[src/rtl/csi2_pkg.sv]
// Shared types, constants and helper functions for the CSI-2 packet parser.
package csi2_pkg;

  typedef enum logic [1:0] {
    ST_IDLE,
    ST_PAYLOAD,
    ST_CRC,
    ST_FLUSH
  } state_e;

  // Data type codes for the synchronisation short packets
  localparam logic [5:0] DT_FS       = 6'h00;
  localparam logic [5:0] DT_FE       = 6'h01;
  localparam logic [5:0] DT_LS       = 6'h02;
  localparam logic [5:0] DT_LE       = 6'h03;
  // Data types at or above this value are long packets
  localparam logic [5:0] DT_LONG_MIN = 6'h10;

  // Header parity masks over {WC MSB, WC LSB, DI}; entry i produces ECC bit i
  localparam logic [5:0][23:0] ECC_MASKS = {
    24'hEFFC00,
    24'hDF03F0,
    24'hB8E38E,
    24'h749A6D,
    24'hF2555B,
    24'hF12CB7
  };

  localparam logic [15:0] CRC_POLY = 16'h8408;
  localparam logic [15:0] CRC_SEED = 16'hFFFF;

  // 6-bit header ECC of the 24 header bits
  function automatic logic [5:0] ecc6(input logic [23:0] hdr);
    logic [5:0] p;
    for (int i = 0; i < 6; i++) begin
      p[i] = ^(hdr & ECC_MASKS[i]);
    end
    return p;
  endfunction

  // One byte of the reflected CRC-16, LSB of the byte first
  function automatic logic [15:0] crc16_byte(input logic [15:0] crc, input logic [7:0] b);
    logic [15:0] c;
    c = crc ^ {8'h00, b};
    for (int i = 0; i < 8; i++) begin
      c = c[0] ? ((c >> 1) ^ CRC_POLY) : (c >> 1);
    end
    return c;
  endfunction

endpackage

[src/rtl/csi2_crc16.sv]
// Byte-enabled CRC-16 accumulator, four bytes per cycle, lane 0 first.
// crc_o is the updated value including this cycle's enabled bytes, so the
// caller can compare against a checksum arriving in the same word.
module csi2_crc16
  import csi2_pkg::*;
(
  input  logic        byte_clk_i,
  input  logic        rst_n_i,
  input  logic [31:0] data_i,
  input  logic [3:0]  keep_i,
  input  logic        init_i,
  input  logic        enable_i,
  output logic [15:0] crc_o
);

  logic [15:0] crc_q;
  logic [15:0] crc_d;

  // Fold the kept bytes into either the seed or the running value
  always_comb begin
    crc_d = init_i ? CRC_SEED : crc_q;
    if (enable_i) begin
      for (int b = 0; b < 4; b++) begin
        if (keep_i[b]) begin
          crc_d = crc16_byte(crc_d, data_i[8*b +: 8]);
        end
      end
    end
  end

  assign crc_o = crc_d;

  // Running CRC register
  always_ff @(posedge byte_clk_i) begin
    if (!rst_n_i) begin
      crc_q <= CRC_SEED;
    end else begin
      crc_q <= crc_d;
    end
  end

endmodule

[src/rtl/csi2_pkt_parser.sv]
// CSI-2 packet parser: header ECC check, short-packet sync decode, payload
// streaming with byte keep, and trailing CRC-16 check. All outputs registered,
// one cycle after the word that produced them.
module csi2_pkt_parser
  import csi2_pkg::*;
#(
  parameter int DATA_LANES = 4
) (
  input  logic                       byte_clk_i,
  input  logic                       rst_n_i,
  input  logic [DATA_LANES-1:0][7:0] word_i,
  input  logic                       valid_i,
  output logic                       eop_o,
  output logic                       hdr_valid_o,
  output logic [1:0]                 pkt_vc_o,
  output logic [5:0]                 pkt_dt_o,
  output logic [15:0]                pkt_wc_o,
  output logic                       frame_start_o,
  output logic                       frame_end_o,
  output logic                       line_start_o,
  output logic                       line_end_o,
  output logic [31:0]                tdata_o,
  output logic [3:0]                 tkeep_o,
  output logic                       tvalid_o,
  output logic                       tlast_o,
  output logic                       ecc_err_o,
  output logic                       crc_err_o
);

  if (DATA_LANES != 4) begin : g_lane_check
    $error("csi2_pkt_parser: DATA_LANES must be 4");
  end

  logic [3:0][7:0] w;
  assign w = word_i;

  // Header fields as seen on the current word
  logic [23:0] hdr_bits;
  logic [7:0]  hdr_ecc;
  logic [5:0]  hdr_dt;
  logic [15:0] hdr_wc;
  logic        ecc_ok;

  assign hdr_bits = w[2:0];
  assign hdr_ecc  = w[3];
  assign hdr_dt   = w[0][5:0];
  assign hdr_wc   = {w[2], w[1]};
  assign ecc_ok   = (hdr_ecc == {2'b00, ecc6(hdr_bits)});

  // Control state
  state_e      state_q, state_d;
  logic [15:0] rem_q, rem_d;
  logic        need1_q, need1_d;
  logic [7:0]  lsb_q, lsb_d;

  // Registered outputs
  logic        eop_q, eop_d;
  logic        hdr_valid_q, hdr_valid_d;
  logic [1:0]  vc_q, vc_d;
  logic [5:0]  dt_q, dt_d;
  logic [15:0] wc_q, wc_d;
  logic        fs_q, fs_d, fe_q, fe_d, ls_q, ls_d, le_q, le_d;
  logic [31:0] tdata_q, tdata_d;
  logic [3:0]  tkeep_q, tkeep_d;
  logic        tvalid_q, tvalid_d;
  logic        tlast_q, tlast_d;
  logic        ecc_err_q, ecc_err_d;
  logic        crc_err_q, crc_err_d;

  // CRC engine hookup
  logic        crc_init;
  logic        crc_en;
  logic [3:0]  crc_keep;
  logic [15:0] crc_val;

  // Last-beat helpers: keep mask and checksum lanes when rem <= 4
  logic [3:0]  keep_last;
  logic [1:0]  lane_lo;
  logic [1:0]  lane_hi;

  assign keep_last = (rem_q[2:0] == 3'd4) ? 4'hF : ((4'd1 << rem_q[1:0]) - 4'd1);
  assign lane_lo   = rem_q[1:0];
  assign lane_hi   = rem_q[1:0] + 2'd1;

  csi2_crc16 u_crc (
    .byte_clk_i (byte_clk_i),
    .rst_n_i    (rst_n_i),
    .data_i     (w),
    .keep_i     (crc_keep),
    .init_i     (crc_init),
    .enable_i   (crc_en),
    .crc_o      (crc_val)
  );

  // Next-state and output decode
  always_comb begin
    state_d     = state_q;
    rem_d       = rem_q;
    need1_d     = need1_q;
    lsb_d       = lsb_q;
    eop_d       = 1'b0;
    hdr_valid_d = 1'b0;
    vc_d        = vc_q;
    dt_d        = dt_q;
    wc_d        = wc_q;
    fs_d        = 1'b0;
    fe_d        = 1'b0;
    ls_d        = 1'b0;
    le_d        = 1'b0;
    tdata_d     = 32'h0;
    tkeep_d     = 4'h0;
    tvalid_d    = 1'b0;
    tlast_d     = 1'b0;
    ecc_err_d   = 1'b0;
    crc_err_d   = 1'b0;
    crc_init    = 1'b0;
    crc_en      = 1'b0;
    crc_keep    = 4'h0;

    case (state_q)
      ST_IDLE: begin
        crc_init = 1'b1;
        if (valid_i) begin
          if (!ecc_ok) begin
            ecc_err_d = 1'b1;
            eop_d     = 1'b1;
            state_d   = ST_FLUSH;
          end else begin
            hdr_valid_d = 1'b1;
            vc_d        = w[0][7:6];
            dt_d        = hdr_dt;
            wc_d        = hdr_wc;
            if (hdr_dt < DT_LONG_MIN) begin
              fs_d    = (hdr_dt == DT_FS);
              fe_d    = (hdr_dt == DT_FE);
              ls_d    = (hdr_dt == DT_LS);
              le_d    = (hdr_dt == DT_LE);
              eop_d   = 1'b1;
              state_d = ST_FLUSH;
            end else if (hdr_wc == 16'd0) begin
              need1_d = 1'b0;
              state_d = ST_CRC;
            end else begin
              rem_d   = hdr_wc;
              state_d = ST_PAYLOAD;
            end
          end
        end
      end

      ST_PAYLOAD: begin
        if (!valid_i) begin
          // Truncated: close the stream with an empty last beat
          tvalid_d  = 1'b1;
          tlast_d   = 1'b1;
          crc_err_d = 1'b1;
          eop_d     = 1'b1;
          state_d   = ST_IDLE;
        end else begin
          crc_en   = 1'b1;
          tvalid_d = 1'b1;
          tdata_d  = w;
          if (rem_q > 16'd4) begin
            tkeep_d  = 4'hF;
            crc_keep = 4'hF;
            rem_d    = rem_q - 16'd4;
          end else begin
            tkeep_d  = keep_last;
            crc_keep = keep_last;
            tlast_d  = 1'b1;
            if (rem_q <= 16'd2) begin
              crc_err_d = (crc_val != {w[lane_hi], w[lane_lo]});
              eop_d     = 1'b1;
              state_d   = ST_FLUSH;
            end else begin
              // rem 3: LSB in lane 3, MSB next word; rem 4: both next word
              need1_d = (rem_q == 16'd3);
              lsb_d   = w[3];
              state_d = ST_CRC;
            end
          end
        end
      end

      ST_CRC: begin
        if (!valid_i) begin
          // A zero-length long packet never issued tlast
          if (wc_q == 16'd0) begin
            tvalid_d = 1'b1;
            tlast_d  = 1'b1;
          end
          crc_err_d = 1'b1;
          eop_d     = 1'b1;
          state_d   = ST_IDLE;
        end else begin
          crc_err_d = need1_q ? (crc_val != {w[0], lsb_q}) : (crc_val != {w[1], w[0]});
          eop_d     = 1'b1;
          state_d   = ST_FLUSH;
        end
      end

      ST_FLUSH: begin
        if (!valid_i) begin
          state_d = ST_IDLE;
        end
      end

      default: state_d = ST_IDLE;
    endcase
  end

  // State and output registers
  always_ff @(posedge byte_clk_i) begin
    if (!rst_n_i) begin
      state_q     <= ST_IDLE;
      rem_q       <= 16'h0;
      need1_q     <= 1'b0;
      lsb_q       <= 8'h0;
      eop_q       <= 1'b0;
      hdr_valid_q <= 1'b0;
      vc_q        <= 2'h0;
      dt_q        <= 6'h0;
      wc_q        <= 16'h0;
      fs_q        <= 1'b0;
      fe_q        <= 1'b0;
      ls_q        <= 1'b0;
      le_q        <= 1'b0;
      tdata_q     <= 32'h0;
      tkeep_q     <= 4'h0;
      tvalid_q    <= 1'b0;
      tlast_q     <= 1'b0;
      ecc_err_q   <= 1'b0;
      crc_err_q   <= 1'b0;
    end else begin
      state_q     <= state_d;
      rem_q       <= rem_d;
      need1_q     <= need1_d;
      lsb_q       <= lsb_d;
      eop_q       <= eop_d;
      hdr_valid_q <= hdr_valid_d;
      vc_q        <= vc_d;
      dt_q        <= dt_d;
      wc_q        <= wc_d;
      fs_q        <= fs_d;
      fe_q        <= fe_d;
      ls_q        <= ls_d;
      le_q        <= le_d;
      tdata_q     <= tdata_d;
      tkeep_q     <= tkeep_d;
      tvalid_q    <= tvalid_d;
      tlast_q     <= tlast_d;
      ecc_err_q   <= ecc_err_d;
      crc_err_q   <= crc_err_d;
    end
  end

  assign eop_o         = eop_q;
  assign hdr_valid_o   = hdr_valid_q;
  assign pkt_vc_o      = vc_q;
  assign pkt_dt_o      = dt_q;
  assign pkt_wc_o      = wc_q;
  assign frame_start_o = fs_q;
  assign frame_end_o   = fe_q;
  assign line_start_o  = ls_q;
  assign line_end_o    = le_q;
  assign tdata_o       = tdata_q;
  assign tkeep_o       = tkeep_q;
  assign tvalid_o      = tvalid_q;
  assign tlast_o       = tlast_q;
  assign ecc_err_o     = ecc_err_q;
  assign crc_err_o     = crc_err_q;

endmodule

[config.mk]
export PLATFORM = sky130hd
export DESIGN_NAME = csi2_pkt_parser
export DESIGN_NICKNAME = d
export VERILOG_FILES = /design/src/rtl/csi2_pkg.sv /design/src/rtl/csi2_crc16.sv /design/src/rtl/csi2_pkt_parser.sv
export SDC_FILE = /design/constraint.sdc
export NUM_CORES = 1
export LEC_CHECK = 0
export ABC_AREA = 0
export ABC_CLOCK_PERIOD_IN_PS = 7250
export BUFFER_PORTS_ARGS = -buffer_cell sky130_fd_sc_hd__buf_4
export CAP_MARGIN = 10
export CORE_ASPECT_RATIO = 0.5
export CORE_UTILIZATION = 30
export CTS_BUF_LIST = sky130_fd_sc_hd__clkbuf_4
export DETAILED_ROUTE_END_ITERATION = 8
export GPL_ROUTABILITY_DRIVEN = 0
export PLACE_DENSITY = 0.43
export SYNTH_ARGS = -nofsm -noshare
export SYNTH_HDL_FRONTEND = slang
export SYNTH_SLANG_ARGS = --single-unit
[constraint.sdc]
create_clock -name byte_clk_i -period 7.25 [get_ports byte_clk_i]
set_input_delay 1.8125 -clock byte_clk_i [delete_from_list [all_inputs] [get_ports byte_clk_i]]
set_output_delay 1.8125 -clock byte_clk_i [all_outputs]
set_load 0.05 [all_outputs]
; Word-level counts from Yosys, hierarchy flattened
; Index checks and enable logic that the tools add are counted.
[classes]
shift = 1
add_sub_neg = 3
n_mux = 98
magnitude_cmp = 5
n_eq_ne = 23
n_bitwise = 38
n_reduce_logical = 19
[ops]
columns = operator, n
row1 = two-way mux 16 bit, 47
row2 = XOR reduction 24 bit, 6
row3 = inverter 2 -> 3 bit, 32
row4 = XOR 16 x 8 -> 16 bit, 4
row5 = inequality test 16 bit, 3
row6 = binary-select mux 8 bit (select 2 bit), 2
row7 = zero test 16 bit, 2
row8 = case mux 16 bit (2 select lines), 1
row9 = two-way mux 1 bit, 28
row10 = inequality test 2 bit (second input constant), 10
row11 = == test 16 x 2 -> 1 bit (second input constant), 1
row12 = greater-than comparator 16 x 3 -> 1 bit (second input constant), 1
row13 = <= comparator 16 x 2 -> 1 bit (second input constant), 1
row14 = two-way mux 2 bit, 8
row15 = two-way mux 4 bit, 4
row16 = two-way mux 8 bit, 2
row17 = subtractor 16 x 3 -> 16 bit (second input constant), 1
row18 = == test 6 x 2 -> 1 bit (second input constant), 2
row19 = AND reduction 3 bit, 4
row20 = == test 8 x 6 -> 1 bit, 1
row21 = case mux 1 bit (2 select lines), 4
row22 = case mux 2 bit (4 select lines), 1
row23 = AND reduction 8 bit, 1
row24 = AND reduction 7 bit, 1
row25 = 17 further kinds, 20
[word_totals]
inputBits = 35
word_cells = 207
regBits = 113
output_inout_bits = 70

; Logic depth before layout (Yosys ltp)
; Gate-level depths: netlist (run 1).
[depth]
ltp_word = 84
ltp_mapped = 21
mapped_depth_nobuf = 18

; By module
; Synthesis (run 1) repeated with hierarchy kept, for this count alone.
[unflattened]
hier_cells = 1071
hier_area_um2 = 9106.2
[modules_own_cells]
columns = module, instances, area_per_inst_um2, cells_each, seq_area_each_um2
row1 = csi2_pkt_parser, 1, 5778.0, 650, 1941.9
row2 = csi2_crc16, 1, 3328.2, 421, 320.3

; Worst setup path after synthesis (run 1)
; No wires, ideal clock.
[synth_path]
kind = input-to-reg
from = input valid_i
to = register crc_err_q (netlist: crc_err_o)
slack_ps = 1118
t_arrival_ps = 6000
path_buffers = 1
path_stages = 16
setup_ps = 132
t_required_ps = 7118
cell_sequence = clkbuf_1 -> nand2_1 -> a21oi_2 -> mux2i_1 -> xnor2_1 -> xnor3_1 -> mux2_2 -> mux2i_1 -> xnor2_1 -> a21oi_1 -> nor2_1 -> mux2_2 -> nor4_1 -> nand4_1 -> nor4_1 -> o32ai_1
[synth_via]
elab_chain_len = 46
elab_cells_between_ends = 72
cone_classes = eq/ne: 3 / mux: 42 / bitwise: 27
[synth_rtl]
columns = element, line
row1 = "start, declared", csi2_pkt_parser.sv:12  ; input logic valid_i,
row2 = two-way mux 4 bit, csi2_pkt_parser.sv:152  ; if (!valid_i) begin
row3 = two-way mux 4 bit, -
row4 = two-way mux 16 bit, csi2_crc16.sv:24  ; if (keep_i[b]) begin
row5 = two-way mux 16 bit, csi2_crc16.sv:22  ; if (enable_i) begin
row6 = XOR 16 x 8 -> 16 bit, csi2_pkg.sv:44  ; c = crc ^ {8'h00, b};
row7 = inverter 2 -> 3 bit (no line), -
row8 = two-way mux 16 bit (7 in series), csi2_pkg.sv:46  ; c = c[0] ? ((c >> 1) ^ CRC_POLY) : (c >> 1);
row9 = inverter 2 -> 3 bit (no line), -
row10 = [... 24 more ...], -
row11 = two-way mux 16 bit, csi2_pkg.sv:46
row12 = two-way mux 16 bit, csi2_crc16.sv:24
row13 = two-way mux 16 bit, csi2_crc16.sv:22
row14 = inequality test 16 bit, csi2_pkt_parser.sv:172  ; crc_err_d = (crc_val != {w[lane_hi], w[lane_lo]});
row15 = two-way mux 1 bit, csi2_pkt_parser.sv:171  ; if (rem_q <= 16'd2) begin
row16 = two-way mux 1 bit, csi2_pkt_parser.sv:163  ; if (rem_q > 16'd4) begin
row17 = two-way mux 1 bit, csi2_pkt_parser.sv:152
row18 = case mux 1 bit (2 select lines) (*), csi2_pkt_parser.sv:120  ; case (state_q)
row19 = "end signal, assigned", csi2_pkt_parser.sv:253  ; crc_err_q <= crc_err_d;
row20 = "end, declared", csi2_pkt_parser.sv:68  ; logic crc_err_q, crc_err_d;
; Every way passes the cells marked *; elsewhere a longest branch is shown, timed or not. The select of a mux whose other input is x is not followed.
; A chain may end at the register's enable or synchronous reset.

; Worst setup path in the final report (run 1)
[layout_path]
from = register rem_q[2]
to = register crc_err_q (netlist: crc_err_o)
[layout_via]
elab_chain_len = 49
elab_cells_between_ends = 75
cone_classes = order compare: 2 / eq/ne: 4 / mux: 42 / bitwise: 27
[layout_rtl]
columns = element, line
row1 = "start, declared", csi2_pkt_parser.sv:52  ; logic [15:0] rem_q, rem_d;
row2 = "start signal, assigned", csi2_pkt_parser.sv:236  ; rem_q <= rem_d;
row3 = branches (longest 48 deep; another with greater-than comparator 16 x 3 -> 1 bit), -
row4 = case mux 1 bit (2 select lines) (*), csi2_pkt_parser.sv:120
; Mark *: on every way between the ends. The select of a mux whose other input is x is not followed.

==> results of run 1 <==
==> registers in the layout (all words and copies together), names as in the netlist, 2 cells and up <==
register and cells:
lsb_q 8, pkt_dt_o 6, pkt_vc_o 2, pkt_wc_o 16, rem_q 16, state_q 2, tdata_o 32, tkeep_o 4
u_crc.crc_q 16
==> routing by layer <==
metal	routed length (microns)	global-route usage	up-vias
met4	1308	0.08527	0
met1	20720	0.3717	4947
met5	0	0	-
li1	-	-	4539
met2	19260	0.3814	449
met3	4012	0.06709	59
==> kinds of logic (layout without fill, tap and decap cells) <==
family,after synthesis,after routing
AOI/OAI and AO/OA,271,271
adders and majority gates,26,26
buffers and inverters,125,209
and+or+nand+nor,423,423
xor gates and xnor gates,163,163
DFF,113,113
muxes,95,95
other,0,1
==> how the worst min path moves through the flow <==
stage	from	end	slack [ps]	cells after the start
2_1_floorplan	lsb_q[0]	lsb_q[0]	480	2
3_3_place_gp	lsb_q[3]	lsb_q[3]	500	2
3_5_place_dp	lsb_q[6]	lsb_q[6]	510	2
4_1_cts	lsb_q[6]	lsb_q[6]	540	2
5_1_grt	pkt_dt_o[0]	pkt_dt_o[0]	560	2
6_report	lsb_q[6]	lsb_q[6]	540	2
==> power breakdown <==
group / switching [mW] / total, mW / internal, mW
logic: 1.40 / 2.20 / 0.805
clock network: 0.286 / 0.451 / 0.166
registers: 0.0560 / 0.728 / 0.672
total: 1.74 / 3.38 / 1.64
==> stage by stage <==
step	total power, mW	setup slack (ps)	std cells	util
2_1_floorplan	2.243	1118	1216	-
3_3_place_gp	2.883	591.2	1709	0.3430
5_1_grt	3.576	159.9	1742	0.3506
3_5_place_dp	2.883	496.4	1709	0.3430
4_1_cts	3.345	791.1	1741	0.3505
6_report	3.383	504.9	1742	0.3506
==> worst max-delay path: cells and delay by family, from the launching register on <==
family	cells	cell delay, ps
buffers and inverters	1	150
AND/OR/NAND/NOR	6	1990
multiplexers	1	330
XOR/XNOR	1	270
flip-flops	1	420
adder cells (fa/ha/maj)	1	450
AO/OA/AOI/OAI	8	2970
==> layout make-up <==
cell class	count	area (sq um)
multi-input cells	978	7386
flip-flops and latches	113	2262
clock inverters	15	120.1
repair buffers	131	983.4
inverters	46	172.7
diodes	1	2.502
fillers	3489	21500
well taps	441	551.8
clock buffers	17	127.6
==> Yosys cell counts (24+ instances only) <==
cell,count,area (sq um)
a21oi_1,49,245.2
clkbuf_1,73,274.0
dfxtp_1,113,2262
ha_1,26,325.3
inv_1,45,168.9
mux2i_1,69,690.7
nand2_1,82,307.8
nor2_1,122,457.9
nor2b_1,42,262.8
nor3_1,33,165.2
o21ai_0,51,255.2
xnor2_1,109,954.7
xnor3_1,24,540.5
==> placed cells by master (no fill, tap or decap), drive strengths merged, types with 20 or more instances in the layout <==
master	count
nor3	34
mux2i	70
xnor3	24
nor2b	42
ha	26
a21oi	50
o21ai	55
nand3	20
nand2	83
a211oi	20
nor2	122
xnor2	114
buf	131
xor2	23
inv	46
and2	23
dfxtp	113
==> impl_results.md, run 1 <==
- Cts repair resizes: 0
- Drt via density: 5.737
- Worst-Skew Late Latency: 610 ps
- Vias in the first global route: a little over 9000
- H-tree depth: 4
- Sequential area share after synthesis: 0.2238
- XOR/XNOR share of the synthesized area: 0.1828
- Async SR Flop Fraction: 0
- Largest family of logic cells by synthesized area: simple AND/OR/NAND/NOR gates
- Post-synth top flop: dfxtp_1
- Final setup vio count: 0
- Cells after synthesis: 1216
- Slew Viols, Final: 0
- Power per cell area: 291.4 nW/um^2
- Core box area: approximately 33000 sq um
- Crit path cell chain: inv_1 -> ha_1 -> nor2_1 -> nor2_1 -> a21oi_2 -> o311ai_1 -> nor4_1 -> a2111o_1 -> or3_1 -> mux2i_1 -> xnor2_1 -> nand3_1 -> a2111oi_0 -> a2111oi_0 -> a22oi_1 -> o211ai_1 -> nor4_1 -> o32ai_1
- Number of port buffers: approximately 100
- Total GRT Usage: 0.2613
- Number of max-cap violations: 0
- R2R setup slack: a little over 500 ps
- Worst min path class: register to register
- Area Overhead vs Synth: 14.80%
- Die area: 34480 sq um
- Crit path launch: rem_q[2]
- Critical path peak fanout: 10
- Synth unique cells: just under 90
- Peak supply drop: roughly 0.00010 V
- Worst Max-Slew Pin Slew: 1226 ps
- Initial DRC count: 1114
- Hold-fix buffers, CTS: 0
- Clock Tree Buf Depth: 2
- Worst R2R Start: rem_q[2]
- Grt ovf: 0
- Worst path required time: 7690 ps
- CP max stage delay: 820 ps
- Clk_skew: 45.73 ps
- Setup_tns: 0 ps
- Status: finished, final reports clean
- Die width: 261.6 microns
- Hold slack final: 535.8 ps
- EDFF count, synth: 0
- RSZ-0062 raised after global routing: false
- Simple-gate share of the synthesized area: 0.2094
- Synth Area in Compound Gates: 0.1896
- Final Hold Fails: 0
- #FFs+latches synth: 113
- Max Clk Rate: around 0.15 GHz
- TritonRoute pass-1 iters: 7
- Crit end category: register
- Synthesized cell area: ~10000 sq um
- Drt drc: 0
- Adder-cell share of the synthesized area: 0.03218
- Post-route cell area: 11610 sq um
- Placed Area: 11360 sq um
- Path depth of the worst reg2reg path: 18
- First-pass GRT wire length: approximately 65 mm
- Antenna Nets Post-Route: 0
- Largest net degree at the start of global routing: 84
- Clock-pin slew on the worst setup and hold paths: 110 ps
- CTS Sinks: between 100 and 150
- Via count: 9994
- Total Wirelength: 45.31 mm
- Crit path max-delay cell type: o311ai_1
- Net total in the final layout: approximately 1300
- CTS tree: yes
- Static leakage: approximately 4.6 nW
- Die Ht: 131.8 microns
- Minimum clock period: between 6000 and 7000 ps
- Reg2Reg Capture Point: crc_err_o
- CTS Buf Count: 17
- Mux share of post-synthesis cell area: 0.1153
- Initial antenna violation count: 4
- Worst rel slew slack: 0.1761
- # rows: 47
- DP Wirelength: 34.41 mm
- # Post-CTS Setup Buffers: 0
- Setup crit end: crc_err_o
- Starting Density: 0.3054
- Post-Syn Nets: between 1000 and 1500
- Synth Warn #: 0
- Root Driver: clkbuf_4
- Share of cells above drive strength 1: 0.1731
- IO Count: approximately 110
- Final Cycle Share: 0.9304
- Syn avg cell area: 8.314 sq um
- Arrival time at the worst endpoint: roughly 7000 ps
- DR WL/cell: 26.01 microns
- Startpoint types: register
- Critical path class: register to register
Note: power is estimated with default switching activity, not from simulation.
==> inputs of run 2 (changes only) <==
--- a/config.mk
+++ b/config.mk
@@ -14,7 +14,6 @@
 export CTS_BUF_LIST = sky130_fd_sc_hd__clkbuf_4
 export DETAILED_ROUTE_END_ITERATION = 8
 export GPL_ROUTABILITY_DRIVEN = 0
-export PLACE_DENSITY = 0.43
 export SYNTH_ARGS = -nofsm -noshare
 export SYNTH_HDL_FRONTEND = slang
 export SYNTH_SLANG_ARGS = --single-unit
==> run 2 against run 1 <==
Compared with the run above:
- utilization up 0.079 points
- maximum frequency is 5.7% higher
- die area stayed put
- largest power group unchanged
- sequential power is essentially flat
==> impl_results.md, run 2 (synthesized netlist as in run 1, its figures left out) <==
- Status: finished, final reports clean (unchanged)
- CTS Sinks: 113 (unchanged)
- Drt drc: 0 (unchanged)
- Final Cycle Share: 0.8804 (was 0.9304)
- Hold-fix buffers, CTS: 0 (unchanged)
- Psw: 1.708 mW (was 1.740 mW)
- Hold_sp: lsb_q[2] (was lsb_q[6])
- Max Clk Rate: 0.1567 GHz (was 0.1483 GHz)
- CP max stage delay: 800 ps (was 820 ps)
- Die Ht: 131.8 microns (unchanged)
- CP most frequent cell: or3_1
- Net total in the final layout: 1348 (unchanged)
- Root Driver: clkbuf_4 (unchanged)
- Area Overhead vs Synth: 15.06% (was 14.80%)
- Crit path launch: word_i[2] (was rem_q[2])
- Antenna Nets Post-Route: 0 (unchanged)
- Pre-CTS WS: 423.3 ps (was 496.4 ps)
- H-tree depth: 4 (unchanged)
- Worst rel slew slack: 0.2912 (was 0.1761)
- Crit path max-delay cell type: nor4_2 (was o311ai_1)
- Combinational fraction of design power: 0.636 (was 0.651)
- Commonest non-fill, non-tap cells in the layout: 131 x buf_4, 122 x nor2_1, 113 x dfxtp_1, 109 x xnor2_1, 82 x nand2_1 (unchanged)
- Worst R2R Start: rem_q[8] (was rem_q[2])
- Clock Tree Buf Depth: 2 (unchanged)
- Overall power: 3.388 mW (was 3.383 mW)
- Worst-Skew Late Latency: 590 ps (was 610 ps)
- Total Wirelength: 40.14 mm (was 45.31 mm)
- Largest net degree at the start of global routing: 84 (unchanged)
- # Post-CTS Setup Buffers: 0 (unchanged)
- Post-layout util: 0.3513 (was 0.3506)
- Startpoint types: input port (was register)
- Setup_tns: 0 ps (unchanged)
- CTS Buf Count: 17 (unchanged)
- Die area: 34480 sq um (unchanged)
- Initial DRC count: 1306 (was 1114)
- Total GRT Usage: 0.2296 (was 0.2613)
- Non-Filler Instances: 1742 (unchanged)
- Grt ovf: 0 (unchanged)
- CTS tree: yes (unchanged)
- First-pass GRT wire length: 58.43 mm (was 64.69 mm)
- Final setup vio count: 0 (unchanged)
- Cts repair resizes: 0 (unchanged)
- Starting Density: 0.3054 (unchanged)
- Number of port buffers: 104 (unchanged)
- Power per cell area: 291.3 nW/um^2 (was 291.4 nW/um^2)
- RSZ-0062 raised after global routing: false (unchanged)
- Peak supply drop: 0.0001088 V (was 0.0001046 V)
- Clock power frac: 0.150 (was 0.133)
- Clock-pin slew on the worst setup and hold paths: 120 ps (was 110 ps)
- Worst min path class: register to register (unchanged)
- Switching share of power: 0.5040 (was 0.5143)
- Die width: 261.6 microns (unchanged)
- IO Count: 105 (unchanged)
- Minimum clock period: 6383 ps (was 6745 ps)
- Core box area: 33110 sq um (unchanged)
- Critical path peak fanout: 9 (was 10)
- # rows: 47 (unchanged)
- DP Wirelength: 30.44 mm (was 34.41 mm)
- Crit path cell chain: buf_4 -> xnor2_1 -> or3_1 -> a211oi_1 -> a211oi_1 -> or3_1 -> a21oi_1 -> nor4_2 -> o211ai_1 -> and4_1 -> or3_1 -> a211o_1 -> and4b_1 -> nor4_1 -> o211ai_1 -> nor4_1 -> o32ai_1 (was inv_1 -> ha_1 -> nor2_1 -> nor2_1 -> a21oi_2 -> o311ai_1 -> nor4_1 -> a2111o_1 -> or3_1 -> mux2i_1 -> xnor2_1 -> nand3_1 -> a2111oi_0 -> a2111oi_0 -> a22oi_1 -> o211ai_1 -> nor4_1 -> o32ai_1)
- Placed Area: 11350 sq um (was 11360 sq um)
- Flip-flop count of the largest register after layout: 32 (unchanged)
- P_int: 1.681 mW (was 1.643 mW)
- Worst path required time: 7720 ps (was 7690 ps)
- Critical path class: input port to register (was register to register)
- Post-route cell area: 11630 sq um (was 11610 sq um)
- TritonRoute pass-1 iters: 7 (unchanged)
- Number of max-cap violations: 0 (unchanged)
- DR WL/cell: 23.04 microns (was 26.01 microns)
- Worst Max-Slew Pin Slew: 1052 ps (was 1226 ps)
- Arrival time at the worst endpoint: 6850 ps (was 7180 ps)
- Via count: 9937 (was 9994)
- Crit end category: register (unchanged)
- Seq pwr share: 0.214 (was 0.215)
- Slew Viols, Final: 0 (unchanged)
- Static leakage: 4.611 nW (was 4.597 nW)
- Placed Instances: 1709 (unchanged)
- Clk_skew: 24.97 ps (was 45.73 ps)
- Share of cells above drive strength 1: 0.1738 (was 0.1731)
- Final worst slack: 867.4 ps (was 504.9 ps)
- Vias in the first global route: 8950 (was 9297)
- Commonest non-fill, non-tap cell in the layout: buf_4 (unchanged)
- Drt via density: 5.704 (was 5.737)
- Final Hold Fails: 0 (unchanged)
- Hold slack final: 532.4 ps (was 535.8 ps)
- Initial antenna violation count: 1 (was 4)
[run 2: changes by cell type in the layout (fill, tap and decap cells not counted), sizes merged]
cell    change
bufinv      +1
clkbuf      +2
clkinv      -4
inv         +1
[run 2: final timing paths]
path	cells past startpoint	slack, ps	end
max	17	870	crc_err_o
min	2	530	lsb_q[2]
max reg2reg	16	970	crc_err_o
min reg2reg	2	530	lsb_q[2]
[run 2: power groups by stage]
stage / sequential [mW] / combinational [mW] / clock, mW
global route: 0.730 / 2.28 / 0.547
global placement: 0.737 / 2.09 / 0
CTS: 0.723 / 2.09 / 0.519
finish: 0.725 / 2.15 / 0.509
floorplan: 0.785 / 1.46 / 0
detailed placement: 0.737 / 2.08 / 0
[run 2: metal layers]
| layer | wire length, microns | part of all wire | vias to the layer above | track usage |
|---|---|---|---|---|
| li1 | - | - | 4537 | - |
| met1 | 17340 | 0.43 | 4718 | 0.3179 |
| met2 | 16640 | 0.41 | 572 | 0.3285 |
| met3 | 4229 | 0.11 | 110 | 0.06324 |
| met4 | 1939 | 0.048 | 0 | 0.1053 |
| met5 | 0 | 0 | - | 0 |
[run 2: layout make-up]
class	count	area, sq um
antenna	1	2.502
clock buffer	19	142.6
clock inverter	13	137.6
fill	3412	21480
inverter	46	172.7
multi-input combinational	978	7380
sequential	113	2262
tap	441	551.8
timing repair buffer	131	983.4
[run 2: worst max-delay path, delay by kind of cell]
| family | cells | cell delay (ps) |
|---|---|---|
| and+or+nand+nor | 8 | 2770 |
| xor gates and xnor gates | 1 | 380 |
| AOI/OAI and AO/OA | 7 | 1710 |
| buffers and inverters | 1 | 160 |
